`src/rtl/quad_step_decoder.sv`:
```
// Quadrature decoder: sync + glitch filter per channel, Gray-code
// decode into a registered direction level and one-cycle step pulse.
module quad_step_decoder #(
  parameter int SYNC_STAGES = 2,
  parameter int FILTER_LEN  = 3
) (
  input  logic i_clk,
  input  logic i_rst_n,
  input  logic i_a,
  input  logic i_b,
  input  logic i_clr_err,
  output logic o_up_down,
  output logic o_step,
  output logic o_err,
  output logic o_ready
);

  typedef enum logic {PRIME, RUN} state_t;

  localparam logic [3:0] FLEN  = 4'(FILTER_LEN);
  localparam logic [7:0] PLOAD = 8'(SYNC_STAGES + FILTER_LEN);

  state_t state, state_nx;

  logic [SYNC_STAGES-1:0] sync_a, sync_b;
  logic       s_a, s_b;
  logic       f_a, f_b;
  logic [3:0] cnt_a, cnt_b;
  logic [1:0] prv, cur;
  logic [7:0] prime_cnt;
  logic       run;
  logic       fwd, bwd, dbl;
  logic       step_nx, dir_nx, err_nx;

  assign s_a = sync_a[SYNC_STAGES-1];
  assign s_b = sync_b[SYNC_STAGES-1];
  assign run = (state == RUN);
  assign cur = {f_a, f_b};

  always_ff @(posedge i_clk or negedge i_rst_n) begin
    if (!i_rst_n) begin
      sync_a <= '0;
      sync_b <= '0;
    end else begin
      sync_a <= {sync_a[SYNC_STAGES-2:0], i_a};
      sync_b <= {sync_b[SYNC_STAGES-2:0], i_b};
    end
  end

  // Priming bypasses the filter so it starts aligned with the pins.
  always_ff @(posedge i_clk or negedge i_rst_n) begin
    if (!i_rst_n) begin
      f_a   <= 1'b0;
      cnt_a <= '0;
    end else if (!run) begin
      f_a   <= s_a;
      cnt_a <= '0;
    end else if (s_a == f_a) begin
      cnt_a <= '0;
    end else if (cnt_a + 4'd1 == FLEN) begin
      f_a   <= s_a;
      cnt_a <= '0;
    end else begin
      cnt_a <= cnt_a + 4'd1;
    end
  end

  always_ff @(posedge i_clk or negedge i_rst_n) begin
    if (!i_rst_n) begin
      f_b   <= 1'b0;
      cnt_b <= '0;
    end else if (!run) begin
      f_b   <= s_b;
      cnt_b <= '0;
    end else if (s_b == f_b) begin
      cnt_b <= '0;
    end else if (cnt_b + 4'd1 == FLEN) begin
      f_b   <= s_b;
      cnt_b <= '0;
    end else begin
      cnt_b <= cnt_b + 4'd1;
    end
  end

  always_ff @(posedge i_clk or negedge i_rst_n) begin
    if (!i_rst_n) begin
      prv       <= '0;
      prime_cnt <= PLOAD;
    end else begin
      prv <= cur;
      if (!run && prime_cnt != 8'd0)
        prime_cnt <= prime_cnt - 8'd1;
    end
  end

  assign fwd = (prv == 2'b00 && cur == 2'b01) ||
               (prv == 2'b01 && cur == 2'b11) ||
               (prv == 2'b11 && cur == 2'b10) ||
               (prv == 2'b10 && cur == 2'b00);
  assign bwd = (prv == 2'b00 && cur == 2'b10) ||
               (prv == 2'b10 && cur == 2'b11) ||
               (prv == 2'b11 && cur == 2'b01) ||
               (prv == 2'b01 && cur == 2'b00);
  assign dbl = ((prv ^ cur) == 2'b11);

  always_comb begin
    state_nx = state;
    step_nx  = 1'b0;
    dir_nx   = o_up_down;
    err_nx   = o_err;
    unique case (state)
      PRIME: begin
        if (prime_cnt == 8'd1)
          state_nx = RUN;
      end
      RUN: begin
        if (i_clr_err)
          err_nx = 1'b0;
        unique case (1'b1)
          fwd: begin
            step_nx = 1'b1;
            dir_nx  = 1'b1;
          end
          bwd: begin
            step_nx = 1'b1;
            dir_nx  = 1'b0;
          end
          dbl:     err_nx = 1'b1;
          default: ;
        endcase
      end
      default: state_nx = PRIME;
    endcase
  end

  always_ff @(posedge i_clk or negedge i_rst_n) begin
    if (!i_rst_n) begin
      state     <= PRIME;
      o_step    <= 1'b0;
      o_up_down <= 1'b1;
      o_err     <= 1'b0;
      o_ready   <= 1'b0;
    end else begin
      state     <= state_nx;
      o_step    <= step_nx;
      o_up_down <= dir_nx;
      o_err     <= err_nx;
      o_ready   <= (state_nx == RUN);
    end
  end

endmodule
```
`config.mk`:
```
export PLATFORM = sky130hd
export DESIGN_NAME = quad_step_decoder
export DESIGN_NICKNAME = d
export VERILOG_FILES = /design/src/rtl/quad_step_decoder.sv
export SDC_FILE = /design/constraint.sdc
export NUM_CORES = 1
export LEC_CHECK = 0
export ABC_AREA = 1
export BUFFER_PORTS_ARGS = -buffer_cell sky130_fd_sc_hd__buf_2
export CORE_MARGIN = 5
export CORE_UTILIZATION = 40
export CTS_CLUSTER_SIZE = 10
export DETAILED_ROUTE_END_ITERATION = 10
export PLACE_DENSITY_LB_ADDON = 0.1
export SETUP_SLACK_MARGIN = 0.3
export SLEW_MARGIN = 40
export SYNTH_ARGS = -nofsm -noshare
export SYNTH_HDL_FRONTEND = slang
export SYNTH_SLANG_ARGS = --single-unit
```
`constraint.sdc`:
```
create_clock -name i_clk -period 2.9 [get_ports i_clk]
set_clock_uncertainty 0.15 [all_clocks]
set_input_delay 0.145 -clock i_clk [delete_from_list [all_inputs] [get_ports i_clk]]
set_output_delay 0.145 -clock i_clk [all_outputs]
set_load 0.02 [all_outputs]
```
# Word-level counts from Yosys, hierarchy flattened
# Index checks and enable logic that the tools add are counted.
word_totals:
  reg_bits: 28
  latch_bits: 0
  mem_bits_rw: 0
  rom_bits: 0
  inputBits: 5
  out_inout_bits: 4
  mem_count: 0
op_classes:
  add_sub_neg: 3
  multipliers: 0
  div: 0
  order_cmp: 0
  eq_ne: 16
  shift: 0
  mux: 19
  bitwise: 1
  reduce_logical: 26
op_table:
  columns: ["cell", "n"]
  rows:
  - ["$mux 4", 6]
  - ["$mux 1", 12]
  - ["$eq 2x2->1 const B", 5]
  - ["$logic_and 1x1->1", 9]
  - ["$add 4x1->4 const B", 2]
  - ["$eq 4x2->1 const B", 2]
  - ["$eq 8x1->1 const B", 1]
  - ["$reduce_and 2->1", 4]
  - ["$reduce_bool 8->1", 1]
  - ["$sub 8x1->8 const B", 1]
  - ["$logic_or 1x1->1", 6]
  - ["$eq 2x1->1 const B", 2]
  - ["$logic_not 2->1", 2]
  - ["$ne 2x1->1 const B", 2]
  - ["$ne 2x2->1 const B", 2]
  - ["$reduce_bool 2->1", 2]
  - ["$eq 1x1->1", 2]
  - ["$pmux 1 s2", 1]
  - ["$reduce_or 2->1", 1]
  - ["$xor 2x2->2", 1]
  - ["$logic_not 1->1", 1]

# Longest topological paths before layout
# Gate-level depths: netlist of run 1.
depth:
  ltp_word: 8
  mapped_depth: 10

# Worst setup path before layout of run 1
# OpenSTA, ideal clock, no wires.
synth_timing:
  path_type: "register -> register"
  startpoint: "register prime_cnt[0]"
  endpoint: "register prime_cnt[6]"
  setup_ns: 0.117
  arrival_time_ns: 1.290
  setup_slack_ns: 1.343
  stages_incl_launch_ff: 9
  period_less_slack_ns: 1.557
  cell_sequence: "dfstp_2 > inv_1 > ha_1 > nand2_2 > nor2_1 > nor2_2 > nand2_1 > nand2_1 > nand2_1"
synth_between:
  elab_chain_cells: 2
  elab_cells_between_ends: 3
  cone_classes: "1 x add/sub; 2 x reduce/logical"
synth_rtl:
  columns: ["element", "line_no", "rtl"]
  rows:
  - ["start, declared", "30", "logic [7:0] prime_cnt;"]
  - ["start signal, assigned", "92", "prime_cnt <= prime_cnt - 8'd1;"]
  - ["branches (longest 2 deep; another with $sub 8x1->8)", null, null]
# Several ways; the timed one is not identified.
# A chain may end at the register's enable or synchronous reset.

# Final worst setup path of run 1
# Same ends and word-level chain as after synthesis.

==> impl_metrics.ini, run 1 <==
[outcome]
status = complete, no violations

[clocking]
cts_made_buffers = 3
clockBufferDepth = 2
cts.sinks = 28
root_buffer = clkbuf_4
ctsResizeCount = 0
cts_tree = yes
path_clk_slew_ns = 0.14
clk_latency_ns = 0.32
h-tree-depth = 1

[detailed_routing]
firstDrtPassIters = 4
wl_met3_um = 73
met1_length_um = 1061
vias = 1096
drt_wl_total_um = 2375
dr.first_iter.drc_count = 50
wire_per_inst_um = 10.28
viasPerCell = 4.745
met2_length_um = 1221
highest_layer = met4
ant_nets = 0
remaining_drc_errors = 0

[setup_path]
critPathArrivalTime_ns = 1.77
critPathKind = flop to flop
critPathMaxFanout = 6
end_kind = flop
cp-start-kind = flop
required_ns = 2.98

[yosys]
synth_warnings = 0
synth_cell_types = 21
synthCells = 170
yosysSeqAreaShare_pct = 50.18
synthesis.area_sq_um = 1404
syn_area_per_cell_sq_um = 8.258
syn-num-nets = 181
ys_seq_elements = 28

[finish]
finalNetCount = 197
diodes = 0
drive_gt1_share_pct = 11.35
area_growth_pct = 12.03

[grt]
grt_antenna_before_repair = 0
grt_pass1_vias = 1105
grt_util_all_layers_pct = 11.36
grt_max_degree = 29
grt_pass1_wl_um = 4588
gr-total-overflow = 0

[timing]
tightest_slew_ns = 0.6132
post-route-period-util_pct = 58.21
fin_ws_ns = 1.212
hold_violations = 0
rsz0062_at_grt = no
fin_crit_ns = 1.688
tns_ns = 0
slew_viol_final = 0
setup_viol_count_final = 0
fmax_mhz = 592.4
relSlewSlack_pct = 59.12

[power]
p_clk_share_pct = 29.9
combPwrFrac_pct = 4.9
power_leakage_nw = 0.7886
switching_share_pct = 21.36
power.sequential.fraction_pct = 65.2
peakVddDrop_mv = 0.2924
p_int_mw = 0.4849
power_switching_mw = 0.1317
power.density_nw_per_um2 = 392.0

[place]
place_congestion = 0.8004
portBuffers = 8
post-place-ws_ns = 1.214
dpl.hpwl_um = 1761

[run]
drv_cap = 0

[die]
io_pins = 9
chipHeight_um = 69.24
start_util_pct = 41.74
die_w_um = 69.24
core_sq_um = 3363
rows = 21
dieArea_sq_um = 4794

[min_path]
holdCritPathClass = input port to async pin
-- area by class of cell --
cell class	instances	area (sq um)
clock buffers	4	36.28
fillers	354	1790
inverters	29	108.9
multi-input cells	112	585.6
flip-flops and latches	28	704.4
well taps	46	57.56
repair buffers	12	80.08
-- synthesized netlist by cell type, drive strengths merged --
master / count / area share [%]
buf: 1 / 0.36
nor2: 14 / 4.3
xor2: 3 / 1.9
o21ai: 7 / 3.3
a21oi: 3 / 1.1
nand2: 52 / 14
nand4: 4 / 1.8
o221ai: 1 / 0.62
inv: 29 / 7.8
xnor2: 3 / 1.9
nand3: 11 / 4.3
a22oi: 1 / 0.53
ha: 6 / 5.3
nor3: 5 / 1.8
dfrtp: 25 / 45
or2: 2 / 0.89
dfstp: 3 / 5.6
-- sequential cells by signal (all words and copies together), names as in the netlist, 2 cells and up --
register   cells
prv            2
cnt_b          4
sync_a         2
sync_b         2
cnt_a          4
prime_cnt      8
-- cells in the final DEF, fill, tap and decap left out, drive strengths merged, types with 5 or more instances in the layout --
| cell type | count |
|---|---|
| buf | 8 |
| dfrtp | 25 |
| ha | 6 |
| inv | 29 |
| nand2 | 52 |
| nand3 | 11 |
| nor2 | 14 |
| nor3 | 5 |
| o21ai | 7 |
-- routing by layer --
metal | global-route usage [%] | up-vias
met4 | 4.121 | 0
met2 | 19.81 | 14
li1 | - | 556
met5 | 0 | -
met1 | 13.21 | 524
met3 | 3.188 | 2
-- power by group through the flow --
stage	clock (mW)	sequential (mW)	combinational [mW]
floorplan	0	0.408	0.0142
global placement	0	0.409	0.0266
detailed placement	0	0.409	0.0273
CTS	0.197	0.402	0.0313
global route	0.208	0.403	0.0368
finish	0.184	0.402	0.0303
-- critical path, stage by stage (launching register included) --
cell and delay, ns:
dfstp_2 0.57, inv_1 0.07, ha_1 0.24, nand2_2 0.12
nor2_1 0.06, nor2_2 0.20, nand2_1 0.08, nand2_1 0.06
nand2_1 0.05
-- per-stage QoR --
stage | hold WS (ns) | cell area, sq um | utilization [%] | std cells | power [mW]
5_1_grt | 0.2387 | 1573 | 46.76 | 231 | 0.6482
2_1_floorplan | -0.3006 | 1404 | - | 170 | 0.4219
3_5_place_dp | 0.05805 | 1496 | 44.49 | 223 | 0.4365
4_1_cts | 0.2184 | 1573 | 46.76 | 231 | 0.6304
6_report | 0.2009 | 1573 | 46.76 | 231 | 0.6165
3_3_place_gp | 0.04482 | 1496 | 44.49 | 223 | 0.4356
-- cells by family (layout without fill, tap and decap cells) --
family,after synthesis,after routing,share of synthesized area [%]
compound gates,12,12,5.526
xor+xnor,6,6,3.744
fa+ha+maj,6,6,5.347
buf+inv,30,45,8.110
flops,28,28,50.18
simple gates,88,88,27.09
-- path summary, 6_finish.rpt --
path | startpoint | to | slack (ns) | cells after the start
worst max register to register | prime_cnt[0] | prime_cnt[6] | 1.21 | 8
worst max-delay path | prime_cnt[0] | prime_cnt[6] | 1.21 | 8
worst min register to register | sync_a[0] | sync_a[1] | 0.22 | 0
min in group i_clk | sync_a[0] | sync_a[1] | 0.22 | 0
worst min-delay path | i_rst_n | cnt_b[3] | 0.20 | 2
max in group asynchronous | i_rst_n | prime_cnt[3] | 1.99 | 2
-- what timing repair did --
action | 4_1_cts | 5_1_grt
setup buffers | 0 | 0
endpoints found under the hold margin | 28 | 0
hold buffers | 4 | 0
(Power assumes the default switching activity.)
==> inputs of run 2 (changes only) <==
==> constraint.sdc (replaced) <==
create_clock -name i_clk -period 1.5 [get_ports i_clk]
set_clock_uncertainty 0.15 [all_clocks]
set_input_delay 0.075 -clock i_clk [delete_from_list [all_inputs] [get_ports i_clk]]
set_output_delay 0.075 -clock i_clk [all_outputs]
set_load 0.02 [all_outputs]
==> run 2 against run 1 <==
  * Critical path depth is the same
  * Clock power grew 76%
  * Critical endpoint is now f_b
  * Critical path type unchanged
  * Maximum frequency grew 15%
  * First-iteration DRC count grew 14%
  * Largest cell class is now multi-input gates
  * Sequential cell count is the same
==> impl_metrics.ini, run 2 (synthesis gave the netlist of run 1 again) <==
[outcome]
status = complete, no violations

[detailed_routing]
vias = 1153
dr.first_iter.drc_count = 57
firstDrtPassIters = 4
viasPerCell = 4.649
wire_per_inst_um = 11.65
remaining_drc_errors = 0
ant_nets = 0
drt_wl_total_um = 2888

[grt]
grt_max_degree = 29
grt_pass1_vias = 1220
grt_pass1_wl_um = 5147
grt_util_all_layers_pct = 13.11
grt_antenna_before_repair = 0
gr-total-overflow = 0

[die]
rows = 21
io_pins = 9
chipHeight_um = 69.24
dieArea_sq_um = 4794
die_w_um = 69.24
start_util_pct = 41.74
core_sq_um = 3363

[power]
power_leakage_nw = 0.9073
power.density_nw_per_um2 = 623.8
p_total_mw = 1.169
switching_share_pct = 23.16
peakVddDrop_mv = 0.3582
power_switching_mw = 0.2708
combPwrFrac_pct = 5.6
p_int_mw = 0.8984
p_clk_share_pct = 27.7
power.sequential.fraction_pct = 66.7

[run]
drv_cap = 0

[clocking]
h-tree-depth = 1
path_clk_slew_ns = 0.15
cts_tree = yes
clk_latency_ns = 0.33
cts_made_buffers = 3
cts.sinks = 28
root_buffer = clkbuf_4
clockBufferDepth = 2

[timing]
post-route-period-util_pct = 98.27
tns_ns = 0
rsz0062_at_grt = yes
setup_viol_count_final = 0
hold_violations = 0
slew_viol_final = 0
relSlewSlack_pct = 59.82
tightest_slew_ns = 0.6027
fmax_mhz = 678.4
fin_crit_ns = 1.474

[finish]
multi_input_area_sq_um = 726.9
reg_top3 = prime_cnt (8), cnt_a (4), cnt_b (4)
area_growth_pct = 33.51
final_cell_area_sq_um = 1874
regMostFlops = prime_cnt
diodes = 0
finalNetCount = 214
drive_gt1_share_pct = 34.65
layout_commonest_cell = nand2_1
largest_register_ffs = 8
seqCellArea_sq_um = 710.7
final_cell_mix = nand2_1, inv_1, dfrtp_1
fillCellCount = 336

[setup_path]
cp-start-kind = flop
required_ns = 1.59
critPathArrivalTime_ns = 1.56
critPathKind = flop to flop
critPathMaxFanout = 4
end_kind = flop

[place]
placed_cell_area_sq_um = 1540
dpl.hpwl_um = 1879
portBuffers = 8
place_congestion = 0.8491

[min_path]
holdCritPathClass = input port to async pin
## run 2: cell types whose count changed in the layout (fill, tap and decap cells not counted), sizes merged
cell / change
buf: +17
## run 2: timing repair
item	in CTS	in global routing
endpoints found under the setup margin	22	24
endpoints found under the hold margin	31	0
pin swaps	7	19
gates resized for setup	18	26
setup buffers	11	4
hold buffers	4	0
## run 2: worst max-delay path, cell delays in order, from the launching register on
cell and delay, ns:
dfrtp_2 0.47, buf_4 0.15, nand4_1 0.11, nand2_1 0.09
nand2_1 0.12, buf_4 0.12, nand3_1 0.06, nand2_1 0.07
inv_1 0.04
## run 2: layout make-up
class | count | area share, %
clock buffers | 4 | 1.402
flip-flops and latches | 28 | 37.92
multi-input cells | 112 | 38.78
repair buffers | 29 | 12.75
well taps | 46 | 3.071
inverters | 29 | 6.075
## run 2: final timing paths
check	end	cells after the start	slack [ns]	from
worst max-delay path	f_b	8	0.03	cnt_b[0]
worst min-delay path	cnt_a[2]	2	0.12	i_rst_n
worst max register to register	f_b	8	0.03	cnt_b[0]
worst min register to register	sync_a[1]	0	0.21	sync_a[0]
max in group asynchronous	f_a	2	0.65	i_rst_n
min in group i_clk	sync_a[1]	0	0.21	sync_a[0]
## run 2: metal layers
layer / up-vias / wire length [um] / GRT usage (%)
met1: 541 / 1297 / 14.42
met3: 6 / 93 / 3.333
met4: 0 / 47 / 4.772
li1: 590 / - / -
met5: - / 0 / 0
met2: 16 / 1450 / 24.05
## run 2: through the flow
step | cells | hold slack [ns] | setup slack (ns) | util [%]
floorplan | 170 | -0.3706 | 0.05508 | -
global placement | 225 | -0.02449 | 0.04032 | 45.80
detailed placement | 225 | -0.01541 | 0.0003383 | 45.80
CTS | 244 | 0.1434 | 0.07547 | 52.31
global route | 248 | 0.1708 | -0.05616 | 55.73
finish | 248 | 0.1212 | 0.02598 | 55.73
## run 2: power groups by stage
stage / clock, mW / combinational, mW / sequential (mW)
finish: 0.324 / 0.0652 / 0.780
global route: 0.376 / 0.0773 / 0.782
CTS: 0.341 / 0.0674 / 0.780
detailed placement: 0 / 0.0532 / 0.791
global placement: 0 / 0.0511 / 0.790
floorplan: 0 / 0.0275 / 0.788
==> inputs of run 3 (changes only) <==
==> constraint.sdc (replaced) <==
create_clock -name i_clk -period 1.85 [get_ports i_clk]
set_clock_uncertainty 0.15 [all_clocks]
set_input_delay 0.0925 -clock i_clk [delete_from_list [all_inputs] [get_ports i_clk]]
set_output_delay 0.0925 -clock i_clk [all_outputs]
set_load 0.02 [all_outputs]
==> run 3 against run 2 <==
  * Critical path depth is 5 lower
  * Maximum frequency decreased by 1.3%
  * Die area unchanged
==> impl_metrics.ini, run 3 (synthesis gave the netlist of run 1 again) <==
[outcome]
status = complete, no violations

[timing]
hold_slack_ns = 0.1542
fin_ws_ns = 0.3572
setup_viol_count_final = 0
tns_ns = 0
tightest_slew_ns = 0.6265
post-route-period-util_pct = 80.69
hold_violations = 0
fin_crit_ns = 1.493
rsz0062_at_grt = yes
relSlewSlack_pct = 58.23
slew_viol_final = 0
fmax_mhz = 669.9

[power]
peakVddDrop_mv = 0.2463
power_leakage_nw = 0.8236
p_total_mw = 0.9357
power.density_nw_per_um2 = 563.1

[detailed_routing]
dr.first_iter.drc_count = 35
vias = 1098
drt_wl_total_um = 2598
firstDrtPassIters = 4
remaining_drc_errors = 0
wire_per_inst_um = 10.87
ant_nets = 0
viasPerCell = 4.594

[die]
rows = 21
io_pins = 9
die_w_um = 69.24
start_util_pct = 41.74
dieArea_sq_um = 4794
chipHeight_um = 69.24
core_sq_um = 3363

[finish]
reg_top3 = prime_cnt (8), cnt_a (4), cnt_b (4)
layout_commonest_cell = nand2_1
area_growth_pct = 18.36
finalNetCount = 205
multi_input_area_sq_um = 618.1
final_cell_area_sq_um = 1662
final_cell_mix = nand2_1, inv_1, dfrtp_1
post-route-util_pct = 49.40
largest_register_ffs = 8
drive_gt1_share_pct = 18.13
seqCellArea_sq_um = 704.4
fillCellCount = 336
regMostFlops = prime_cnt
diodes = 0
fin_cells = 239

[setup_path]
cp-start-kind = flop
cp.depth = 3
worst_r2r_path_depth = 3
path_buf_inv = 1
critPathArrivalTime_ns = 1.60
path_delay_family = flip-flops
max_stage_delay_ns = 0.60
end_kind = flop
required_ns = 1.96
cp_cell_sequence = inv_1 > or2_1 > a21oi_1
critPathMaxFanout = 9
critPathKind = flop to flop
critPathSlowestCell = dfrtp_1

[clocking]
cts_tree = yes
clk_latency_ns = 0.32
clockBufferDepth = 2
cts_made_buffers = 3
h-tree-depth = 1
path_clk_slew_ns = 0.15
root_buffer = clkbuf_4
cts.sinks = 28

[place]
placed_cell_area_sq_um = 1499
portBuffers = 8
place_inst = 223
post-place-ws_ns = 0.2190
dpl.hpwl_um = 1880
place_congestion = 0.7998

[min_path]
holdCritPathClass = input port to async pin

[grt]
grt_max_degree = 29
grt_antenna_before_repair = 0
grt_pass1_wl_um = 4512
grt_pass1_vias = 1090
gr-total-overflow = 0
grt_util_all_layers_pct = 11.32

[run]
drv_cap = 0
[run 3: cell types whose count changed in the layout (fill, tap and decap cells not counted), moves of 3 or more]
| cell | change |
|---|---|
| nand2_1 | +7 |
| nand2_2 | -7 |
| buf_6 | -6 |
| buf_4 | -5 |
| dfrtp_1 | +5 |
| dfrtp_2 | -5 |
| o21ai_0 | +5 |
| nor3_1 | +4 |
| nor3_2 | -4 |
| o21ai_1 | -4 |
| inv_1 | +3 |
[run 3: layout make-up]
class	count	share of cell area (%)
repair buffers	20	8.660
flip-flops and latches	28	42.39
clock buffers	4	1.581
inverters	29	6.702
multi-input cells	112	37.20
well taps	46	3.464
[run 3: routing by layer]
| layer | vias up | global-route usage [%] | share of wire [%] |
|---|---|---|---|
| li1 | 571 | - | - |
| met1 | 519 | 12.91 | 45 |
| met2 | 6 | 20.44 | 52 |
| met3 | 2 | 1.884 | 2.1 |
| met4 | 0 | 5.206 | 0.69 |
| met5 | - | 0 | 0 |
[run 3: power by group]
part,total (mW),switching (mW),internal [mW]
Sequential,0.630,0.00877,0.621
Combinational,0.0482,0.0298,0.0183
Clock,0.257,0.173,0.0844
Total,0.936,0.212,0.724
[run 3: repair_timing]
action / 4_1_cts / 5_1_grt
pin swaps: 2 / 7
endpoints found under the setup margin: 4 / 8
buffers inserted: 1 / 7
hold buffers: 4 / 0
hold endpoints to repair: 30 / 0
gates resized for setup: 3 / 8
[run 3: path summary, 6_finish.rpt]
check / from / to / slack [ns]
max in group asynchronous: i_rst_n / run / 0.99
worst min-delay path: i_rst_n / prime_cnt[3] / 0.15
worst min register to register: sync_a[0] / sync_a[1] / 0.22
worst max-delay path: run / cnt_a[2] / 0.36
worst max register to register: run / cnt_a[2] / 0.36
min in group i_clk: sync_a[0] / sync_a[1] / 0.22
[run 3: worst register-to-register path: cells and delay by family (launching register included)]
kind                   cells  cell delay [ns]
and+or+nand+nor            1             0.30
AOI/OAI and AO/OA          1             0.15
DFF                        1             0.60
buffers and inverters      1             0.24
